## src/rtl/spike_rate_decoder.sv

```systemverilog
// Spike-rate decoder: counts spikes on three input channels and the output neuron over a
// fixed window of clock cycles, then publishes the counts and the most active input via valid/ready.
module spike_rate_decoder #(
    parameter int WINDOW = 16,
    parameter int CNT_W  = 5
) (
    input  logic             clk,
    input  logic             reset,
    input  logic             enable,
    input  logic             spike_1,
    input  logic             spike_2,
    input  logic             spike_3,
    input  logic             spike_output,
    input  logic             result_ready,
    output logic             result_valid,
    output logic [CNT_W-1:0] count_1,
    output logic [CNT_W-1:0] count_2,
    output logic [CNT_W-1:0] count_3,
    output logic [CNT_W-1:0] count_out,
    output logic [1:0]       winner,
    output logic             overrun,
    output logic             busy
);

    localparam int               WIN_W    = (WINDOW > 1) ? $clog2(WINDOW) : 1;
    localparam logic [WIN_W-1:0] WIN_LAST = WIN_W'(WINDOW - 1);
    localparam logic [CNT_W-1:0] CNT_MAX  = {CNT_W{1'b1}};

    typedef enum logic {
        IDLE  = 1'b0,
        COUNT = 1'b1
    } state_t;

    state_t                state;
    state_t                state_nxt;
    logic [WIN_W-1:0]      win_cnt;
    logic [WIN_W-1:0]      win_cnt_nxt;
    logic [3:0][CNT_W-1:0] work_cnt;
    logic [3:0][CNT_W-1:0] work_nxt;
    logic [3:0][CNT_W-1:0] final_cnt;
    logic [3:0]            spikes;
    logic                  win_end;

    function automatic logic [CNT_W-1:0] sat_inc(input logic [CNT_W-1:0] cnt,
                                                 input logic             hit);
        if (hit && (cnt != CNT_MAX)) begin
            return cnt + CNT_W'(1);
        end
        return cnt;
    endfunction

    // Strict greater-than keeps ties on the lowest index; an all-zero window reports 3.
    function automatic logic [1:0] pick_winner(input logic [CNT_W-1:0] c0,
                                               input logic [CNT_W-1:0] c1,
                                               input logic [CNT_W-1:0] c2);
        logic [1:0]       idx;
        logic [CNT_W-1:0] best;
        idx  = 2'd0;
        best = c0;
        if (c1 > best) begin
            idx  = 2'd1;
            best = c1;
        end
        if (c2 > best) begin
            idx  = 2'd2;
            best = c2;
        end
        if (best == '0) begin
            idx = 2'd3;
        end
        return idx;
    endfunction

    assign spikes = {spike_output, spike_3, spike_2, spike_1};
    assign busy   = (state == COUNT);

    always_comb begin
        for (int ch = 0; ch < 4; ch++) begin
            final_cnt[ch] = sat_inc(work_cnt[ch], spikes[ch]);
        end
    end

    always_comb begin
        state_nxt   = state;
        win_end     = 1'b0;
        win_cnt_nxt = '0;
        work_nxt    = '0;
        case (state)
            IDLE: begin
                if (enable) begin
                    state_nxt = COUNT;
                end
            end
            COUNT: begin
                win_end = (win_cnt == WIN_LAST);
                // Dropping enable discards the partial window, but a window ending on
                // this edge still publishes through win_end.
                if (!enable) begin
                    state_nxt = IDLE;
                end else if (!win_end) begin
                    win_cnt_nxt = win_cnt + WIN_W'(1);
                    work_nxt    = final_cnt;
                end
            end
            default: begin
                state_nxt = IDLE;
            end
        endcase
    end

    always_ff @(posedge clk or negedge reset) begin
        if (!reset) begin
            state    <= IDLE;
            win_cnt  <= '0;
            work_cnt <= '0;
        end else begin
            state    <= state_nxt;
            win_cnt  <= win_cnt_nxt;
            work_cnt <= work_nxt;
        end
    end

    // Result register: a window end always loads; overrun marks an unconsumed result lost.
    always_ff @(posedge clk or negedge reset) begin
        if (!reset) begin
            result_valid <= 1'b0;
            overrun      <= 1'b0;
            count_1      <= '0;
            count_2      <= '0;
            count_3      <= '0;
            count_out    <= '0;
            winner       <= 2'd0;
        end else if (win_end) begin
            count_1      <= final_cnt[0];
            count_2      <= final_cnt[1];
            count_3      <= final_cnt[2];
            count_out    <= final_cnt[3];
            winner       <= pick_winner(final_cnt[0], final_cnt[1], final_cnt[2]);
            result_valid <= 1'b1;
            if (result_valid && !result_ready) begin
                overrun <= 1'b1;
            end
        end else if (result_valid && result_ready) begin
            result_valid <= 1'b0;
        end
    end

endmodule

```

## config.mk

```make
export PLATFORM = sky130hd
export DESIGN_NAME = spike_rate_decoder
export DESIGN_NICKNAME = d
export VERILOG_FILES = /design/src/rtl/spike_rate_decoder.sv
export SDC_FILE = /design/constraint.sdc
export NUM_CORES = 1
export LEC_CHECK = 0
export ABC_AREA = 1
export BUFFER_PORTS_ARGS = -buffer_cell sky130_fd_sc_hd__buf_2
export CAP_MARGIN = 40
export CORE_MARGIN = 1
export CORE_UTILIZATION = 50
export CTS_BUF_LIST = sky130_fd_sc_hd__clkbuf_4 sky130_fd_sc_hd__clkbuf_8 sky130_fd_sc_hd__clkbuf_16
export DETAILED_ROUTE_END_ITERATION = 12
export GPL_TIMING_DRIVEN = 1
export HOLD_SLACK_MARGIN = 0.05
export PLACE_DENSITY = 0.79
export SYNTH_ARGS = -nofsm -noshare
export SYNTH_HDL_FRONTEND = slang
export SYNTH_SLANG_ARGS = --single-unit
```

## constraint.sdc

```tcl
create_clock -name clk -period 12 [get_ports clk]
set_clock_uncertainty 0.2 [all_clocks]
set_input_delay 3.6 -clock clk [delete_from_list [all_inputs] [get_ports clk]]
set_output_delay 3.6 -clock clk [all_outputs]
set_load 0.005 [all_outputs]
```

# Yosys cells after proc, flatten, opt, wreduce, memory -nomap -nowiden
# Cells that the tools add are included.
# word_totals
elab_cells,64
n_memories,0
romBits,0
latchBits,0
register_bits,49
mem_bits_rw,0
# classes
n_lt_le_gt_ge,2
muxes,29
multipliers,0
n_bitwise,0
add_sub_neg,5
eq_ne,5
n_div,0
n_shift,0
reduce_logical,10
# ops
operator,count
2-to-1 mux 20 bit,3
2-to-1 mux 5 bit,12
adder 5 x 1 -> 5 bit (second input constant),4
!= test 5 bit (second input constant),4
2-to-1 mux 4 bit,3
> comparator 5 bit,2
2-to-1 mux 1 bit,9
logical AND 1 bit,6
zero test 5 bit,1
adder 4 x 1 -> 4 bit (second input constant),1
equality test 4 bit (second input constant),1
2-to-1 mux 2 bit,2
AND reduction 2 bit,1
nonzero test 2 bit,1
zero test 1 bit,1

# Longest topological paths before layout
# logic_depth
word_depth,12
ltp_mapped,32
mapped_depth_nobuf,32

# Worst setup path after synthesis
# No wires, ideal clock.
# synth_timing
path_type,input to register
start,in spike_2
end,reg winner[1]
setup_time_ns,0.122
slack_ns,5.196
t_arrival_ns,6.482
stages,24
n_path_buf,0
required_ns,11.678
cell_sequence,nand2_4 > inv_2 > or2_2 > o21ai_0 > inv_1 > ha_1 > inv_1 > a21oi_4 > nand3_2 > nand2_4 > nand2_1 > nand2_1 > inv_1 > ha_1 > nand2_1 > nor2_1 > nand2_1 > or2_2 > a32oi_1 > inv_1 > nand3_1 > nor2_2 > nand3_2 > a21oi_1
# synth_rtl
element,line_no,text
start: declaration,11,"input logic spike_2,"
end signal: assignment,138,"winner <= pick_winner(final_cnt[0], final_cnt[1], final_cnt[2]);"
end: declaration,20,"output logic [1:0] winner,"

==> impl_results.md <==
* Status: completed
* Via count at 2140
* Crit path DAT at 6970 ps
* EDFF count, synth at 0
* First-pass DRT Iterations at 4
* Peak VDD IR at 0.0000621 V
* Maximum Capacitance Violations at 0
* Total global-route track usage at 20.0%
* Most common cell in the synthesized netlist: nand2_1
* Worst-path clk slew at 90 ps
* Worst skew pair latency at 300 ps
* Placeable Area at 5140 um2
* Final hold violation count at 0
* DRT Wirelength at 5.06 mm
* RePlAce Congestion at 0.879
* Number of synthesis warnings at 0
* Clock sinks at 49
* CTS max path bufs at 2
* Final routed DRC violation total at 0
* Slew @ Worst Pin at 808 ps
* FP Rows at 26
* Global-route wire length before repair at 8.51 mm
* Syn nets at 353
* Layout cells sized above 1 at 21.0%
* Cells after synthesis at 329
* Main synth FF type: dfrtp_1
* Placed instance count at 428
* Asr flop ratio synth at 100%
* Vias in the first global route at 2001
* CP required at 12000 ps
* Endpoints failing setup at 0
* Post-Syn Area at 2680 um2
* Synth top area share at 45.7%
* Max FO, Critical Path at 6
* Initial antenna violation count at 0
* Gr ovfl total at 0
* Setup Buffers After CTS at 0
* Die height at 75.2 um
* Unrepaired setup endpoints after global routing: false
* CTS resizes at 0
* CP startpoint kind: primary input
* #FFs+latches synth at 49
* Avg Inst Size Synth at 8.15 um2
* Wire per inst at 11.6 um
* Detailed Route Iter0 Violations at 68
* Crit-path slowest cell: ha_1
* Layout Cells excl Fill at 436
* Largest net degree at the start of global routing at 32
* HP Class: reg2reg
* Nets@finish at 389
* Worst path bufs/invs at 6
* Hold-fix buffers, CTS at 0
* CTS tree: yes
* Fin util at 59.2%
* Initial Utilization at 52.2%
* Slew headroom at 46.0%
* Antenna Cells at 0
* H-tree depth at 2
* I/O pin cnt at 33
* Most frequent cells after synthesis: nand2_1, dfrtp_1, inv_1
* Lkg Pwr at 1.59 nW
* Type of element capturing the critical path: flip-flop
* Routed Antenna Nets at 0
* Fin crit share at 58.1%
* CP Class: in2reg
* Max stage delay on crit path at 330 ps
* Setup tns final at 0 ps
* PwrDens at 103 nW/um2
* Final Max Tran Viols at 0
* Yosys cell types at 31
* Ranking of synthesized cells by area: dfrtp_1, nand2_1, ha_1
* Peak Freq at 143 MHz
* Root Buffer: clkbuf_8
* Yosys top cell by area: dfrtp_1
* Seq/Total Area, Yosys at 45.7%
* Design Power at 0.000315 W
* Min Tclk post-route at 6980 ps
* Hpwl dp at 3.85 mm
* CP delay by family, top: simple AND/OR/NAND/NOR gates
* Port Buffers at 32
* Die W at 75.2 um
* Vias per std cell at 4.91
* Area growth from synthesis to layout at 13.4%
* Die area at 5660 um2
* Number of buffers created by CTS at 5
registers in the layout, indices dropped and copies added, names as in the netlist, 2 cells and up:
name,count
work_cnt,20
count_out,5
winner,2
win_cnt,4
count_2,5
count_3,5
count_1,5
cell type report:
cell class / count / area [um2]
Clock buffer: 6 / 82.6
Fill cell: 476 / 2100
Timing Repair Buffer: 35 / 199
Sequential cell: 49 / 1230
Clock inverter: 2 / 13.8
Tap cell: 70 / 87.6
Inverter: 51 / 193
Multi-Input combinational cell: 223 / 1240
kinds of logic after synthesis:
kind of cell / Yosys count / share of synthesized area, %
buffers and inverters: 57 / 8.02
AND/OR/NAND/NOR: 163 / 28.5
adder cells (fa/ha/maj): 16 / 7.46
AO/OA/AOI/OAI: 39 / 8.63
XOR/XNOR: 5 / 1.63
flip-flops: 49 / 45.7
metal layers:
layer	part of all wire (%)	routed length (um)	global-route usage (%)	vias to the layer above
met2	48	2410	32.0	40
met5	0	0	0	-
met3	3.8	190	4.82	7
met1	47	2400	27.1	993
met4	1.3	65	6.38	0
li1	-	-	-	1100
where the power goes:
group / leakage (nW) / internal (W) / switching (W) / total (W)
registers: 0.569 / 0.000167 / 0.00000180 / 0.000169
clock network: 0.0512 / 0.0000467 / 0.0000541 / 0.000101
logic: 0.975 / 0.0000158 / 0.0000291 / 0.0000449
cell usage in the layout, fill, tap and decap left out, drive strengths merged:
cell and instances:
xor2 3, nand4 4, dfrtp 49, nor3 1, o21bai 1, nand2 92, ha 16, a31oi 1
xnor2 2, o21ai 28, nand3 22, clkinv 4, clkbuf 6, a32oi 2, buf 35, o21a 1
nor2 38, inv 49, and2 1, a21oi 6, nor4 1, or2 4
worst paths after layout:
check | startpoint | endpoint | slack (ps) | depth (start not counted)
setup / recovery | spike_2 | winner[0] | 5020 | 25
hold / removal | overrun | overrun | 280 | 1
setup reg to reg | work_cnt[5] | winner[0] | 7470 | 29
hold reg to reg | overrun | overrun | 280 | 1
max in group asynchronous | reset | count_1[4] | 8060 | 2
min in group asynchronous | reset | work_cnt[13] | 3030 | 1
metrics by stage:
stage	instance area (um2)	setup WS, ps	hold slack [ps]
CTS	3040	5020	279
finish	3040	5020	279
global placement	2920	4840	259
detailed placement	2950	4690	258
floorplan	2680	5200	233
global route	3040	4670	298
Note: power is estimated with default switching activity, not from simulation.
